[src/rtl/garage_cmd_sequencer.sv]
`default_nettype none
// ============================================================================
// Module      : garage_cmd_sequencer
// Description : Garage door command sequencer. Turns wall, remote and
//               auto-close requests into one-cycle Activate pulses, supervises
//               the motor response, motion timeout and obstruction, and
//               latches a FAULT state that kills motor power until cleared.
// Revision    : 1.0 - initial release
// ============================================================================
module garage_cmd_sequencer #(
  parameter int SETTLE_CYC     = 16,
  parameter int AUTO_CLOSE_CYC = 1000,
  parameter int TIMEOUT_CYC    = 4096,
  parameter int CNT_W          = 16
) (
  input  logic       CLK,
  input  logic       RST,
  input  logic       Wall_Btn,
  input  logic       Remote_Btn,
  input  logic       Obstruct,
  input  logic       UP_Max,
  input  logic       DN_Max,
  input  logic       UP_M,
  input  logic       DN_M,
  input  logic       Clr_Fault,
  output logic       Activate,
  output logic       Mtr_Kill,
  output logic       Fault,
  output logic       Busy,
  output logic [1:0] Last_Src
);

  localparam logic [2:0] c_st_idle      = 3'd0;
  localparam logic [2:0] c_st_issue     = 3'd1;
  localparam logic [2:0] c_st_wait_move = 3'd2;
  localparam logic [2:0] c_st_moving    = 3'd3;
  localparam logic [2:0] c_st_settle    = 3'd4;
  localparam logic [2:0] c_st_fault     = 3'd5;

  localparam logic [1:0] c_src_wall   = 2'b01;
  localparam logic [1:0] c_src_remote = 2'b10;
  localparam logic [1:0] c_src_auto   = 2'b11;

  localparam logic [CNT_W-1:0] c_one          = CNT_W'(1);
  localparam logic [CNT_W-1:0] c_cnt_max      = {CNT_W{1'b1}};
  localparam logic [CNT_W-1:0] c_wait_last    = CNT_W'(3);
  localparam logic [CNT_W-1:0] c_settle_last  = CNT_W'(SETTLE_CYC - 1);
  localparam logic [CNT_W-1:0] c_timeout_last = CNT_W'(TIMEOUT_CYC - 1);
  localparam logic [CNT_W-1:0] c_auto_last    = CNT_W'(AUTO_CLOSE_CYC - 1);

  logic [2:0]       r_state;
  logic [2:0]       w_next_state;
  logic [CNT_W-1:0] r_cnt;
  logic [CNT_W-1:0] r_ac_cnt;
  logic             r_wall_q;
  logic             r_remote_q;
  logic [1:0]       r_last_src;

  logic       w_wall_rise;
  logic       w_remote_rise;
  logic       w_any_rise;
  logic       w_limits_bad;
  logic       w_ac_run;
  logic       w_auto_req;
  logic       w_accept;
  logic [1:0] w_src;

  assign w_wall_rise   = Wall_Btn & ~r_wall_q;
  assign w_remote_rise = Remote_Btn & ~r_remote_q;
  assign w_any_rise    = w_wall_rise | w_remote_rise;
  assign w_limits_bad  = UP_Max & DN_Max;

  // Auto-close only runs while idle with the door fully open and the beam clear
  assign w_ac_run   = (r_state == c_st_idle) & UP_Max & ~DN_Max & ~Obstruct & ~w_any_rise;
  assign w_auto_req = w_ac_run & (r_ac_cnt == c_auto_last);

  // A request needs a definite door position and must not close onto an obstruction
  assign w_accept = (r_state == c_st_idle) & (w_any_rise | w_auto_req) &
                    (UP_Max ^ DN_Max) & ~(UP_Max & Obstruct);

  // Priority wall > remote > auto-close; losing requests are simply dropped
  assign w_src = w_wall_rise   ? c_src_wall   :
                 w_remote_rise ? c_src_remote : c_src_auto;

  // State register
  always_ff @(posedge CLK) begin
    if (RST) r_state <= c_st_idle;
    else     r_state <= w_next_state;
  end

  // Next-state logic; a double limit switch reading overrides everything
  always_comb begin
    w_next_state = r_state;
    if (w_limits_bad) begin
      w_next_state = c_st_fault;
    end else begin
      case (r_state)
        c_st_idle:      if (w_accept) w_next_state = c_st_issue;
        c_st_issue:     w_next_state = c_st_wait_move;
        c_st_wait_move: begin
          if (UP_M | DN_M)                w_next_state = c_st_moving;
          else if (r_cnt >= c_wait_last)  w_next_state = c_st_fault;
        end
        c_st_moving: begin
          if (DN_M & Obstruct)               w_next_state = c_st_fault;
          else if (!UP_M && !DN_M)           w_next_state = c_st_settle;
          else if (r_cnt >= c_timeout_last)  w_next_state = c_st_fault;
        end
        c_st_settle:    if (r_cnt >= c_settle_last) w_next_state = c_st_idle;
        c_st_fault:     if (Clr_Fault) w_next_state = c_st_settle;
        default:        w_next_state = c_st_idle;
      endcase
    end
  end

  // Shared per-state cycle counter: restarts on every state change, saturates
  always_ff @(posedge CLK) begin
    if (RST)                          r_cnt <= '0;
    else if (w_next_state != r_state) r_cnt <= '0;
    else if (r_cnt != c_cnt_max)      r_cnt <= r_cnt + c_one;
  end

  // Auto-close idle counter: clears whenever the open-idle condition breaks
  always_ff @(posedge CLK) begin
    if (RST)                          r_ac_cnt <= '0;
    else if (!w_ac_run || w_auto_req) r_ac_cnt <= '0;
    else if (r_ac_cnt != c_cnt_max)   r_ac_cnt <= r_ac_cnt + c_one;
  end

  // Button edge registers and source of the last issued command
  always_ff @(posedge CLK) begin
    if (RST) begin
      r_wall_q   <= 1'b0;
      r_remote_q <= 1'b0;
      r_last_src <= 2'b00;
    end else begin
      r_wall_q   <= Wall_Btn;
      r_remote_q <= Remote_Btn;
      if (w_accept) r_last_src <= w_src;
    end
  end

  // Outputs decoded from state and registers only
  always_comb begin
    Activate = (r_state == c_st_issue);
    Mtr_Kill = (r_state == c_st_fault);
    Fault    = (r_state == c_st_fault);
    Busy     = (r_state != c_st_idle);
    Last_Src = r_last_src;
  end

endmodule
`default_nettype wire

[config.mk]
export PLATFORM = sky130hd
export DESIGN_NAME = garage_cmd_sequencer
export DESIGN_NICKNAME = d
export VERILOG_FILES = /design/src/rtl/garage_cmd_sequencer.sv
export SDC_FILE = /design/constraint.sdc
export NUM_CORES = 1
export LEC_CHECK = 0
export ABC_AREA = 1
export CAP_MARGIN = 10
export CORE_ASPECT_RATIO = 1.4
export CORE_MARGIN = 10
export CORE_UTILIZATION = 53
export DETAILED_ROUTE_END_ITERATION = 12
export PLACE_DENSITY_LB_ADDON = 0.1
export SETUP_SLACK_MARGIN = 0.4
export SYNTH_ARGS = -nofsm -noshare
export SYNTH_HDL_FRONTEND = slang
export SYNTH_SLANG_ARGS = --single-unit
[constraint.sdc]
create_clock -name CLK -period 1.7 [get_ports CLK]
set_input_delay 0.51 -clock CLK [delete_from_list [all_inputs] [get_ports CLK]]
set_output_delay 0.51 -clock CLK [all_outputs]
set_load 0.02 [all_outputs]
Word level (Yosys, flattened, before mapping):

Cells that the tools add are included.

* add/sub/neg operators: 2
* $lt $le $gt $ge: 3
* equality and inequality tests: 9
* multiplexer cells: 12
* bitwise gates (word level): 23
* reductions and logical operators: 9

Operators by type and width (number)
* adder 16 x 1 -> 16 bit (second input constant): 2
* != test 16 bit (second input constant): 2
* two-way mux 3 bit: 9
* case mux 3 bit (6 select lines): 1
* == test 16 x 10 -> 1 bit (second input constant): 1
* greater-or-equal comparator 16 x 12 -> 1 bit (second input constant): 1
* greater-or-equal comparator 16 x 2 -> 1 bit (second input constant): 1
* greater-or-equal comparator 16 x 4 -> 1 bit (second input constant): 1
* AND 1 bit: 13
* == test 3 x 2 -> 1 bit (second input constant): 2
* == test 3 bit (second input constant): 2
* NOT 1 bit: 6
* OR reduction 2 bit: 2
* == test 3 x 1 -> 1 bit (second input constant): 1
* zero test 1 bit: 3
* zero test 3 bit: 1
* != test 3 bit: 1
* bitwise OR 1 bit: 3
* nonzero test 3 bit: 1
* two-way mux 2 bit: 1
* logical AND 1 bit: 1
* logical OR 1 bit: 1
* two-way mux 1 bit: 1
* XOR 1 bit: 1

* register bits: 39
* bits of input ports: 10
* output and inout bits: 6
* word-level logic and storage cells: 64

Logic depth before layout (Yosys ltp):

* word-level depth: 15
* mapped depth: 14
* depth with buffers taken out: 13

Worst setup path after synthesis:

Ideal clock, no wire load.

* path kind: in2reg
* start point: in Remote_Btn
* end point: reg r_cnt[1]
* setup time: 121 ps
* data arrival time: 1624 ps
* data required time: 1579 ps
* slack: -44 ps
* stages: 13
* buffers on the path: 1
* cell sequence: inv_1 -> or2_2 -> nand2_1 -> inv_1 -> nand2_1 -> nand2_1 -> nand3_1 -> nand2_1 -> nand2_1 -> inv_2 -> nand3_4 -> buf_12 -> nor2_4

* cells in the longest elaborated chain, start to end: 14

Ends and longest elaborated chain
* from (decl): line 19 `input logic Remote_Btn,`
* AND 1 bit (*): line 69 `assign w_remote_rise = Remote_Btn & ~r_remote_q;`
* bitwise OR 1 bit (*): line 70 `assign w_any_rise = w_wall_rise | w_remote_rise;`
* NOT 1 bit: line 74 `assign w_ac_run = (r_state == c_st_idle) & UP_Max & ~DN_Max & ~Obstruct & ~w_any_rise;`
* AND 1 bit: line 74
* AND 1 bit: line 75 `assign w_auto_req = w_ac_run & (r_ac_cnt == c_auto_last);`
* bitwise OR 1 bit (*): line 78 `assign w_accept = (r_state == c_st_idle) & (w_any_rise | w_auto_req) &`
* AND 1 bit (*) (2 in series): line 78
* AND 1 bit (*): line 79 `(UP_Max ^ DN_Max) & ~(UP_Max & Obstruct);`
* two-way mux 3 bit (*): line 98 `c_st_idle: if (w_accept) w_next_state = c_st_issue;`
* case mux 3 bit (6 select lines) (*): line 97 `case (r_state)`
* two-way mux 3 bit (*): line 94 `if (w_limits_bad) begin`
* != test 3 bit (*): line 119 `else if (w_next_state != r_state) r_cnt <= '0;`
* OR reduction 2 bit (no source line) (*)
* to (signal assigned): line 120 `else if (r_cnt != c_cnt_max) r_cnt <= r_cnt + c_one;`
* to (decl): line 53 `logic [CNT_W-1:0] r_cnt;`

Every way passes the cells marked *; elsewhere a longest branch is shown, timed or not.
A chain may end at the register's enable or synchronous reset.

Worst setup path after layout:

* start point: reg r_ac_cnt[3]
* end point: reg r_cnt[1]

* cells in the longest elaborated chain, start to end: 11

Ends and longest elaborated chain
* from (decl): line 54 `logic [CNT_W-1:0] r_ac_cnt;`
* from (signal assigned): line 127 `else if (r_ac_cnt != c_cnt_max) r_ac_cnt <= r_ac_cnt + c_one;`
* == test 16 x 10 -> 1 bit: line 75
* AND 1 bit: line 75
* bitwise OR 1 bit: line 78
* AND 1 bit (2 in series): line 78
* AND 1 bit: line 79
* two-way mux 3 bit: line 98
* case mux 3 bit (6 select lines): line 97
* two-way mux 3 bit: line 94
* != test 3 bit: line 119
* OR reduction 2 bit (no source line)

Every way passes these cells.

==> impl_metrics.env <==
export IMPL_setup_slack_ns=-0.156
export IMPL_crit_fanout=8
export IMPL_dp_slack_ns=-0.608
export IMPL_most_common_layout_cells="buf_4, nand2_1, inv_1, nor2_1, nor2_4"
export IMPL_gp_congestion=0.860
export IMPL_min_period_ns=1.86
export IMPL_final_setup_viol_count=21
export IMPL_cp_required_ns=1.88
export IMPL_antenna_left=0
export IMPL_r2r_start="r_ac_cnt[3]"
export IMPL_cts_max_level=2
export IMPL_routedWlPerCell_um=17.9
export IMPL_endpoint_kind="flip-flop"
export IMPL_reg2reg_depth=13
export IMPL_worstMarginPinSlew_ns=0.319
export IMPL_io_buffers=15
export IMPL_cts_sinks=39
export IMPL_grt_max_degree=12
export IMPL_max_cap_viol_count=0
export IMPL_synthArstFlopShare_pct=0
export IMPL_die_area_mm2=0.00736
export IMPL_layout_nets=421
export IMPL_core_mm2=0.00420
export IMPL_syn_area_per_cell_um2=7.02
export IMPL_power_density_mw_per_mm2=556
export IMPL_worst_setup_path_type="flip-flop to flip-flop"
export IMPL_min_period_over_period_pct=109
export IMPL_finalHoldViolCount=0
export IMPL_hold_depth=3
export IMPL_worstSetupStartpointType="flip-flop"
export IMPL_drive_gt1_share_pct=56.4
export IMPL_hold_path_class="input pin to flip-flop"
export IMPL_grt_overflow_total=0
export IMPL_grt_pass1_vias=2418
export IMPL_violations="setup timing"
export IMPL_antenna_found_initial=0
export IMPL_dieWidth_um=75.4
export IMPL_slew_viol_final=0
export IMPL_antenna_cells=0
export IMPL_fmax_ghz=0.539
export IMPL_peakVddDrop_mv=0.543
export IMPL_viasPerCell=5.58
export IMPL_routed_wl_um=8120
export IMPL_yosysWarnings=0
export IMPL_die_h_um=97.6
export IMPL_synth_edf_count=0
export IMPL_grt_pass1_wl_um=10400
export IMPL_synth_nets=338
export IMPL_fin_util_pct=88.4
export IMPL_num_rows=28
export IMPL_syn_to_final_growth_pct=63.0
export IMPL_syn_inst=325
export IMPL_firstDrtPassIters=4
export IMPL_drc=0
export IMPL_dp_hpwl_um=4180
export IMPL_clock_path_buffers=2
export IMPL_power_mw=2.07
export IMPL_skew_ns=0.0101
export IMPL_max_slew_margin_rel_pct=78.1
export IMPL_status="finished with violations"
export IMPL_mostFrequentLayoutCell="buf_4"
export IMPL_cts_clk_slew_worst_paths_ns=0.08
export IMPL_cts_root_buf="clkbuf_8"
export IMPL_rsz0062_at_grt="yes"
export IMPL_cp_startpoint="r_ac_cnt[3]"
export IMPL_synth_cell_types=34
export IMPL_synth_seq_cells=39
export IMPL_arrival_ns=2.04
export IMPL_leakagePower_nw=1.55
export IMPL_first_iter_violations=81
export IMPL_io_pins=16
export IMPL_syn_cell_area_mm2=0.00228
export IMPL_gr_usage_all_layers_pct=17.4
export IMPL_clk_latency_ns=0.30
export IMPL_yosysSeqAreaShare_pct=34.2
export IMPL_ys_flop_type="dfxtp_1"
export IMPL_start_util_pct=54.3
export IMPL_vias=2528
export IMPL_cts_tree="done"
export IMPL_fin_tns_setup_ns=-2.55
export IMPL_worstHoldStart="Wall_Btn"
export IMPL_cts_buffers=5
## routing by layer
| layer | share of wire (%) | routed length (um) | track usage, % | up-vias |
|---|---|---|---|---|
| met5 | 0 | 0 | 0 | - |
| met4 | 5.7 | 466 | 7.46 | 0 |
| met3 | 3.6 | 290 | 3.17 | 45 |
| met2 | 58 | 4700 | 33.6 | 92 |
| met1 | 33 | 2660 | 16.6 | 1189 |
| li1 | - | - | - | 1202 |
## cells in the mapped netlist, types with 2 or more instances
library cell	number	area share (%)
a211oi_1	2	0.66
a21oi_1	15	3.3
dfxtp_1	39	34
ha_1	3	1.6
inv_1	41	6.7
inv_2	3	0.49
nand2_1	63	10
nand2_2	7	1.9
nand3_1	14	3.1
nand3_2	2	0.88
nand3_4	2	1.5
nand4_1	6	1.6
nor2_1	60	9.9
nor2_2	2	0.55
nor2_4	12	5.9
nor3_1	11	2.4
nor4_1	2	0.55
o21ai_0	11	2.4
or2_2	2	0.55
xnor2_1	4	1.5
xor2_1	11	4.2
## critical path, stage by stage, from the launching register on
cell and delay [ns]:
dfxtp_4 0.38, inv_1 0.13, nand3_1 0.13, nor2_1 0.18, nand3_1 0.13, nand2_2 0.10
nand2_2 0.09, nand3_2 0.10, nand2_1 0.06, nand2_1 0.08, inv_2 0.05, nand3_4 0.10
buf_12 0.15, nor2_4 0.04
## repair_timing
action	4_1_cts	5_1_grt
gates cloned	0	0
buffers inserted	10	11
gates resized for setup	117	76
setup endpoints to repair	43	43
hold buffers	0	0
pin swaps	21	37
## cell families (layout without fill, tap and decap cells)
group | after synthesis | after routing | share of synthesized area, %
simple gates | 186 | 186 | 41.0
buf+inv | 47 | 130 | 8.67
flops | 39 | 39 | 34.2
compound gates | 34 | 34 | 8.28
xor+xnor | 15 | 15 | 5.76
fa+ha+maj | 3 | 3 | 1.65
mux | 1 | 1 | 0.439
## flip-flops by register name, summed over array words and instances (netlist names)
register / count
Last_Src: 2
r_ac_cnt: 16
r_cnt: 16
r_remote_q: 1
r_state: 3
r_wall_q: 1
## layout make-up
class	count	area, um^2
fill	210	487
multi-input combinational	239	1820
inverter	45	208
clock inverter	1	5.00
sequential	39	817
clock buffer	6	82.6
timing repair buffer	78	724
tap	45	56.3
## report_power, final
group / leakage, nW / total [mW] / internal, mW / switching, mW
logic: 1.18 / 0.447 / 0.204 / 0.243
registers: 0.326 / 0.947 / 0.929 / 0.0185
clock network: 0.0470 / 0.672 / 0.319 / 0.353
total: 1.55 / 2.07 / 1.45 / 0.614
## per-stage QoR
step / instance area (um^2) / instances / hold slack, ns
6_report: 3720 / 453 / 0.426
5_1_grt: 3720 / 453 / 0.436
4_1_cts: 3380 / 442 / 0.467
3_5_place_dp: 2970 / 425 / 0.453
3_3_place_gp: 2970 / 425 / 0.451
2_1_floorplan: 2450 / 325 / 0.445
## final timing paths
| check | slack, ns | to |
|---|---|---|
| hold / removal | 0.43 | r_wall_q |
| setup reg to reg | -0.16 | r_cnt[1] |
| setup / recovery | -0.16 | r_cnt[1] |
| hold reg to reg | 0.54 | Last_Src[0] |
(Power assumes the default switching activity.)
